**src/rtl/led_pkg.sv**
```systemverilog
// Shared definitions for the LED pattern controller: mode encodings,
// bounce direction constants, LED width and small decode helpers.
package led_pkg;

    localparam int LED_W = 4;

    typedef enum logic [1:0] {
        CHASE   = 2'd0,
        REVERSE = 2'd1,
        BOUNCE  = 2'd2,
        BLINK   = 2'd3
    } mode_e;

    localparam logic DIR_UP   = 1'b0;
    localparam logic DIR_DOWN = 1'b1;

    // One-hot LED image for a position index.
    function automatic logic [LED_W-1:0] posOneHot(input logic [1:0] pos);
        return LED_W'(1) << pos;
    endfunction

    // Mode sequence CHASE -> REVERSE -> BOUNCE -> BLINK -> CHASE.
    function automatic mode_e nextMode(input mode_e m);
        logic [1:0] v;
        v = m + 2'd1;
        return mode_e'(v);
    endfunction

endpackage

```
**src/rtl/btn_debounce.sv**
```systemverilog
// Button conditioning: 2-flop synchronizer, counting debouncer and
// rising-edge detector producing a one-cycle press pulse.
module btn_debounce
    import led_pkg::*;
#(
    parameter int DEBOUNCE_CYCLES = 60000
) (
    input  logic clk,
    input  logic rst_n,
    input  logic btn,
    output logic press
);

    localparam int CNT_W = (DEBOUNCE_CYCLES > 1) ? $clog2(DEBOUNCE_CYCLES) : 1;
    localparam logic [CNT_W-1:0] CNT_LAST = CNT_W'(DEBOUNCE_CYCLES - 1);

    logic             sync1_q;
    logic             sync2_q;
    logic             level_q;
    logic             level_d;
    logic             press_q;
    logic             press_d;
    logic [CNT_W-1:0] count_q;
    logic [CNT_W-1:0] count_d;

    // Bring the raw button into the clock domain before anything looks at it.
    always_ff @(posedge clk or negedge rst_n) begin
        if (!rst_n) begin
            sync1_q <= 1'b0;
            sync2_q <= 1'b0;
        end else begin
            sync1_q <= btn;
            sync2_q <= sync1_q;
        end
    end

    // Accept a new level only after a full run of samples that differ from it.
    always_comb begin
        level_d = level_q;
        count_d = count_q;
        press_d = 1'b0;
        if (sync2_q == level_q) begin
            count_d = '0;
        end else if (count_q == CNT_LAST) begin
            level_d = sync2_q;
            count_d = '0;
            press_d = sync2_q;
        end else begin
            count_d = count_q + 1'b1;
        end
    end

    // Debounce state and registered press pulse.
    always_ff @(posedge clk or negedge rst_n) begin
        if (!rst_n) begin
            level_q <= 1'b0;
            count_q <= '0;
            press_q <= 1'b0;
        end else begin
            level_q <= level_d;
            count_q <= count_d;
            press_q <= press_d;
        end
    end

    assign press = press_q;

endmodule

```
**src/rtl/led_pattern_ctrl.sv**
```systemverilog
// Four-LED pattern controller: a debounced button cycles through chase,
// reverse, bounce and blink modes; a tick divider paces the pattern.
module led_pattern_ctrl
    import led_pkg::*;
#(
    parameter int TICK_DIV        = 1048576,
    parameter int DEBOUNCE_CYCLES = 60000
) (
    input  logic             clk,
    input  logic             rst_n,
    input  logic             btn,
    input  logic             run,
    output logic [LED_W-1:0] leds,
    output logic [1:0]       mode
);

    localparam int TICK_W = $clog2(TICK_DIV);
    localparam logic [TICK_W-1:0] TICK_LAST = TICK_W'(TICK_DIV - 1);

    logic              modeStep;
    logic              tick;
    logic [TICK_W-1:0] tickCnt_q;
    logic [TICK_W-1:0] tickCnt_d;
    mode_e             mode_q;
    mode_e             mode_d;
    logic [1:0]        pos_q;
    logic [1:0]        pos_d;
    logic              dir_q;
    logic              dir_d;
    logic              blinkOn_q;
    logic              blinkOn_d;
    logic [LED_W-1:0]  leds_q;
    logic [LED_W-1:0]  leds_d;

    btn_debounce #(
        .DEBOUNCE_CYCLES(DEBOUNCE_CYCLES)
    ) u_btn_debounce (
        .clk  (clk),
        .rst_n(rst_n),
        .btn  (btn),
        .press(modeStep)
    );

    // Tick fires on the last count of the divider, only while running.
    always_comb begin
        tick = run && (tickCnt_q == TICK_LAST);
    end

    // Next pattern state; a mode step restarts everything and swallows a tick.
    always_comb begin
        tickCnt_d = tickCnt_q;
        mode_d    = mode_q;
        pos_d     = pos_q;
        dir_d     = dir_q;
        blinkOn_d = blinkOn_q;
        if (modeStep) begin
            mode_d    = nextMode(mode_q);
            pos_d     = 2'd0;
            dir_d     = DIR_UP;
            blinkOn_d = 1'b1;
            tickCnt_d = '0;
        end else if (tick) begin
            tickCnt_d = '0;
            case (mode_q)
                CHASE:   pos_d = pos_q + 2'd1;
                REVERSE: pos_d = pos_q - 2'd1;
                BOUNCE: begin
                    if (dir_q == DIR_UP) begin
                        if (pos_q == 2'd3) begin
                            pos_d = 2'd2;
                            dir_d = DIR_DOWN;
                        end else begin
                            pos_d = pos_q + 2'd1;
                        end
                    end else begin
                        if (pos_q == 2'd0) begin
                            pos_d = 2'd1;
                            dir_d = DIR_UP;
                        end else begin
                            pos_d = pos_q - 2'd1;
                        end
                    end
                end
                BLINK:   blinkOn_d = ~blinkOn_q;
                default: pos_d = pos_q;
            endcase
        end else if (run) begin
            tickCnt_d = tickCnt_q + 1'b1;
        end
    end

    // LED image of the current state, registered one cycle behind it.
    always_comb begin
        leds_d = posOneHot(pos_q);
        if (mode_q == BLINK) begin
            leds_d = {LED_W{blinkOn_q}};
        end
    end

    // All pattern registers, including the registered LED drive.
    always_ff @(posedge clk or negedge rst_n) begin
        if (!rst_n) begin
            tickCnt_q <= '0;
            mode_q    <= CHASE;
            pos_q     <= 2'd0;
            dir_q     <= DIR_UP;
            blinkOn_q <= 1'b1;
            leds_q    <= '0;
        end else begin
            tickCnt_q <= tickCnt_d;
            mode_q    <= mode_d;
            pos_q     <= pos_d;
            dir_q     <= dir_d;
            blinkOn_q <= blinkOn_d;
            leds_q    <= leds_d;
        end
    end

    assign leds = leds_q;
    assign mode = mode_q;

endmodule

```
**config.mk**
```make
export PLATFORM = sky130hd
export DESIGN_NAME = led_pattern_ctrl
export DESIGN_NICKNAME = d
export VERILOG_FILES = /design/src/rtl/led_pkg.sv /design/src/rtl/btn_debounce.sv /design/src/rtl/led_pattern_ctrl.sv
export SDC_FILE = /design/constraint.sdc
export NUM_CORES = 1
export LEC_CHECK = 0
export BUFFER_PORTS_ARGS = -buffer_cell sky130_fd_sc_hd__buf_4
export CAP_MARGIN = 20
export CORE_MARGIN = 3
export CORE_UTILIZATION = 66
export CTS_CLUSTER_DIAMETER = 50
export DETAILED_ROUTE_END_ITERATION = 10
export GPL_ROUTABILITY_DRIVEN = 0
export PLACE_DENSITY = 0.94
export SKIP_CTS_REPAIR_TIMING = 1
export SLEW_MARGIN = 15
export SYNTH_ARGS = -nofsm -noshare
export SYNTH_HDL_FRONTEND = slang
export SYNTH_SLANG_ARGS = --single-unit
```
**constraint.sdc**
```tcl
create_clock -name clk -period 3 [get_ports clk]
set_input_delay 0.3 -clock clk [delete_from_list [all_inputs] [get_ports clk]]
set_output_delay 0.3 -clock clk [all_outputs]
set_load 0.01 [all_outputs]
```
==> impl_metrics.ini, run 1 <==
[status]
status = complete, no violations

[clock_network]
cts_buffers = 5
clkLatencyLatePin_ns = 0.30
cts_tree = done
h-tree-depth = 2
clk_pin_slew_ns = 0.09
clockBufferDepth = 2
cts_root_buffer = clkbuf_8
clock_sinks = 50

[final_layout]
fin_nets = 293
synthToLayoutAreaGrowth_pct = 8.13
antennaDiodeCount = 0
layout-drive-gt1-share = 0.101
fillCellCount = 272

[detailed_routing]
vias = 2013
wl_per_cell_um = 15.3
wirelength_um = 4990
drt_iter0_markers = 145
antenna_left = 0
vias_per_cell = 6.17
dr.pass1.iters = 5
drc = 0

[synth]
ys_ff_latch = 50
async_flop_share = 1.00
synth_edf_count = 0
synth.largest_area_cell = dfrtp_1
ys.flop_type = dfrtp_1
ys_warn_count = 0
ys_types = 47
synth_top_area_frac = 0.466
syn_inst = 269
synth_common_cells = dfrtp_1 (49), nor2_1 (35), xnor2_1 (21), inv_1 (18), nand2_1 (15)
ys_seq_area_frac = 0.476
synth.avg_cell_area_um2 = 9.79
synth_area_leaders = dfrtp_1 (47%), xnor2_1 (7.0%), ha_1 (5.2%)
synth_most_common_cell = dfrtp_1
netlist_area_um2 = 2630
synth_fp_nets = 284

[timing]
fin_crit_sh = 0.728
setup_ws_ns = 0.817
slew_headroom = 0.434
drv_slew = 0
fin_crit_ns = 2.18
grt_setup_unrepaired = no
worst-slew-pin-transition_ns = 0.845
skew_ns = 0.00384
setup_tns_ns = 0
hold_violations = 0
clock.fmax_mhz = 458
setup_viol = 0

[critical_path]
reg2reg_from = tickCnt_q[7]
r2r_slack_ns = 0.82
setup.worst_path.start_class = flip-flop
crit_path_end_kind = flip-flop
rr_endpoint = tickCnt_q[7]
crit_chain = nand4_4, or4_1, o21ai_1, buf_4, nor2_1
cp_slowest_stage_delay_ns = 0.61
crit_family = simple AND/OR/NAND/NOR gates
worst_r2r_path_depth = 5
crit_slowest_cell = or4_1
worstPathRequired_ns = 3.19
critical_path_arrival_ns = 2.38
cp_max_fo = 10
cp_num_buf_inv = 1
crit_type = flip-flop to flip-flop

[grt]
grt.total_usage = 0.218
gr-total-overflow = 0
grt_max_degree = 51
grt_pass1_wl_um = 8440
antenna_found_initial = 0
grt_pass1_vias = 1856

[floorplanning]
ios = 10
fp.dieW_um = 69.2
die-area_um2 = 4780
die-height_um = 69.2
start_util = 0.703
rows = 22
core-area_um2 = 3740

[pwr]
p_leak_nw = 1.20
ir_worst_vdd_mv = 0.321
powerDensity_nw_per_um2 = 489

[placed_design]
io_buffers = 9
place_ws_ns = 0.860
post-dp-hpwl_um = 3400

[min_path]
hold_class = input port to async pin

[run]
maxCapViolCount = 0
-- worst max path at each step --
stage | from | endpoint | slack, ns | cells after the start
6_report | tickCnt_q[7] | tickCnt_q[7] | 0.82 | 5
5_1_grt | tickCnt_q[7] | tickCnt_q[7] | 0.69 | 5
4_1_cts | tickCnt_q[7] | tickCnt_q[7] | 0.83 | 5
3_5_place_dp | tickCnt_q[7] | tickCnt_q[7] | 0.86 | 5
3_3_place_gp | tickCnt_q[7] | tickCnt_q[10] | 0.93 | 5
2_1_floorplan | tickCnt_q[7] | tickCnt_q[10] | 1.13 | 6
-- registers in the layout, summed over array words and instances (netlist names) --
| signal | cells |
|---|---|
| u_btn_debounce.sync2_q | 1 |
| u_btn_debounce.sync1_q | 1 |
| u_btn_debounce.press | 1 |
| u_btn_debounce.count_q | 16 |
| dir_q | 1 |
| u_btn_debounce.level_q | 1 |
| pos_q | 2 |
| mode | 2 |
| blinkOn_q | 1 |
| tickCnt_q | 20 |
| leds | 4 |
-- area by class of cell --
cell class	count	area [um^2]	area share
clock buffers	6	82.6	0.0290
multi-input cells	192	1270	0.447
well taps	48	60.1	0.0211
clock inverters	1	30.0	0.0105
inverters	18	67.6	0.0237
repair buffers	11	82.6	0.0290
flip-flops and latches	50	1250	0.440
-- cell families (layout without fill, tap and decap cells) --
group	Yosys count	in the layout	synth area share
compound gates	29	29	0.0741
xor+xnor	29	29	0.0965
fa+ha+maj	11	11	0.0523
buf+inv	27	36	0.0413
flops	50	50	0.476
mux	5	5	0.0195
simple gates	118	118	0.240
-- routing by layer --
layer / GRT usage / part of all wire / up-vias
met5: 0 / 0 / -
met4: 0.0738 / 0.021 / 0
met3: 0.0481 / 0.053 / 11
met2: 0.338 / 0.47 / 78
met1: 0.304 / 0.45 / 957
li1: - / - / 967
-- through the flow --
step	util	cell area (um^2)	total power [W]	cells	hold WS (ns)
finish	0.760	2850	0.00139	326	0.00389
global route	0.760	2850	0.00145	326	0.0437
floorplan	-	2630	0.000876	269	0.00441
detailed placement	0.730	2730	0.000919	319	0.341
CTS	0.760	2850	0.00140	326	0.0207
global placement	0.730	2730	0.000913	319	0.335
-- report_power, final --
group	leakage, nW	switching [W]	internal (W)
Combinational	0.475	0.0000851	0.0000523
Sequential	0.667	0.0000522	0.000718
Clock	0.0573	0.000217	0.000267
-- layout by cell type (no fill, tap or decap), types with 3 or more instances in the layout --
master	count
or4_1	3
xnor2_1	21
nor2_1	35
dfrtp_1	49
nor3_1	7
or2_2	3
nor4_1	13
ha_1	11
xor2_1	8
o21ai_0	9
inv_1	18
nand3_1	14
mux2i_1	4
buf_4	11
nand2_1	15
a21oi_1	5
clkbuf_8	6
nand4_1	13
Power figures use the tool's default switching activity.
==> run 2, diff against run 1 <==
--- a/config.mk
+++ b/config.mk
@@ -8,11 +8,11 @@
 export BUFFER_PORTS_ARGS = -buffer_cell sky130_fd_sc_hd__buf_4
 export CAP_MARGIN = 20
 export CORE_MARGIN = 3
-export CORE_UTILIZATION = 66
+export CORE_UTILIZATION = 61
 export CTS_CLUSTER_DIAMETER = 50
 export DETAILED_ROUTE_END_ITERATION = 10
 export GPL_ROUTABILITY_DRIVEN = 0
-export PLACE_DENSITY = 0.94
+export PLACE_DENSITY = 0.89
 export SKIP_CTS_REPAIR_TIMING = 1
 export SLEW_MARGIN = 15
 export SYNTH_ARGS = -nofsm -noshare
==> constraint.sdc (replaced) <==
create_clock -name clk -period 2.1 [get_ports clk]
set_input_delay 0.21 -clock clk [delete_from_list [all_inputs] [get_ports clk]]
set_output_delay 0.21 -clock clk [all_outputs]
set_load 0.01 [all_outputs]
==> run 2 against run 1 <==
Clock power grew 19%. Utilization fell by 5.0 points. First-iteration DRC count grew 30%. Non-clock buffer count rose by 8. Combinational power is 64% higher. Critical path depth decreased by 1. Count of clock-buffer cells in the layout stayed put. Fmax rose by 13%. Setup slack lost 0.64 ns. Wire length is 0.48% higher. Clock skew rose by 0.0026 ns. Global-route usage rose by 0.25 points.
==> impl_metrics.ini, run 2 (same netlist as run 1, synthesis figures left out) <==
[critical_path]
worst_r2r_path_depth = 4
reg2reg_from = tickCnt_q[13]
worstPathRequired_ns = 2.31
critical_path_arrival_ns = 2.14
crit_type = flip-flop to flip-flop
cp_max_fo = 6
crit_path_end_kind = flip-flop
setup.worst_path.start_class = flip-flop
rr_endpoint = pos_q[0]
r2r_slack_ns = 0.17

[final_layout]
largest_register_ffs = 20
antennaDiodeCount = 0
layout-drive-gt1-share = 0.132
seq_area_um2 = 1250
synthToLayoutAreaGrowth_pct = 10.3
fin_nets = 301
final_cell_mix = dfrtp_1 (48), nor2_1 (35), xnor2_1 (21), inv_1 (18), buf_4 (17)
multi_input_area_um2 = 1280
stdcell_area_um2 = 2900
fillCellCount = 311
largest-register = tickCnt_q
final_common_cell = dfrtp_1

[timing]
fin_crit_ns = 1.93
setup_tns_ns = 0
fin_crit_sh = 0.917
worst-slew-pin-transition_ns = 0.623
hold_violations = 0
slew_headroom = 0.585
drv_slew = 0
grt_setup_unrepaired = no
setup_viol = 0
skew_ns = 0.00644
clock.fmax_mhz = 519

[placed_design]
io_buffers = 9
place_area_um2 = 2780
post-dp-hpwl_um = 3570

[detailed_routing]
antenna_left = 0
wl_per_cell_um = 14.9
drt_iter0_markers = 189
drc = 0
dr.pass1.iters = 4
vias_per_cell = 5.96
wirelength_um = 5010
vias = 2010

[min_path]
holdCritStartpoint = run
holdPathStages = 3
hold_class = input port to flip-flop
holdPathEnd = tickCnt_q[1]

[pwr]
ir_worst_vdd_mv = 0.451
p_leak_nw = 1.23
powerDensity_nw_per_um2 = 656

[clock_network]
clock_sinks = 50
clkLatencyLatePin_ns = 0.30
h-tree-depth = 2
cts_root_buffer = clkbuf_8
cts_tree = done
clk_pin_slew_ns = 0.09
clockBufferDepth = 2
cts_buffers = 5

[floorplanning]
rows = 23
core-area_um2 = 4090
fp.dieW_um = 71.7
ios = 10
die-area_um2 = 5140
die-height_um = 71.7
start_util = 0.644

[grt]
grt.total_usage = 0.220
grt_max_degree = 51
grt_pass1_vias = 1997
antenna_found_initial = 0
grt_pass1_wl_um = 9030
gr-total-overflow = 0

[status]
status = complete, no violations

[run]
maxCapViolCount = 0
-- run 2: cell count changes in the layout (fill, tap and decap cells not counted), sizes merged --
cell,before,now
clkinvlp,0,1
buf,11,17
dlygate4sd3,0,2
bufinv,1,0
clkinv,0,1
-- run 2: through the flow --
step | setup WS [ns] | power [W] | util | hold slack (ns) | cells
floorplan | 0.227 | 0.00125 | - | -0.0856 | 269
detailed placement | 0.0956 | 0.00133 | 0.681 | 0.264 | 327
global placement | 0.248 | 0.00132 | 0.681 | 0.260 | 327
CTS | 0.0769 | 0.00191 | 0.704 | -0.0701 | 335
finish | 0.174 | 0.00190 | 0.711 | 0.220 | 337
global route | 0.0197 | 0.00200 | 0.711 | 0.243 | 337
-- run 2: metal layers --
layer | routed length [um] | vias to the layer above | global-route usage
li1 | - | 975 | -
met1 | 2370 | 975 | 0.305
met2 | 2350 | 51 | 0.339
met3 | 214 | 9 | 0.0505
met4 | 72 | 0 | 0.0856
met5 | 0 | - | 0
-- run 2: worst max path at each step --
stage	end	depth (start not counted)	start	slack (ns)
global route	pos_q[0]	4	tickCnt_q[13]	0.02
finish	pos_q[0]	4	tickCnt_q[13]	0.17
CTS	pos_q[0]	4	tickCnt_q[12]	0.08
detailed placement	pos_q[0]	4	tickCnt_q[12]	0.1
global placement	pos_q[0]	4	tickCnt_q[12]	0.25
floorplan	tickCnt_q[14]	6	tickCnt_q[7]	0.23
-- run 2: final cells by class --
class                           count  area share
Tap cell                           50      0.0215
Sequential cell                    50       0.432
Timing Repair Buffer               19      0.0508
Multi-Input combinational cell    192       0.440
Clock buffer                        6      0.0284
Inverter                           18      0.0233
Clock inverter                      2     0.00431
-- run 2: report_power, final --
group / internal [W] / leakage (nW) / switching (W)
combinational: 0.0000936 / 0.514 / 0.000131
sequential: 0.00103 / 0.666 / 0.0000785
clock: 0.000265 / 0.0472 / 0.000311
total: 0.00138 / 1.23 / 0.000520
-- run 2: worst max-delay path, stage by stage (launching register included) --
cell and delay, ns:
dfrtp_1 0.41, nand3_1 0.17, or4_4 0.61, or3_4 0.39, o31ai_1 0.25
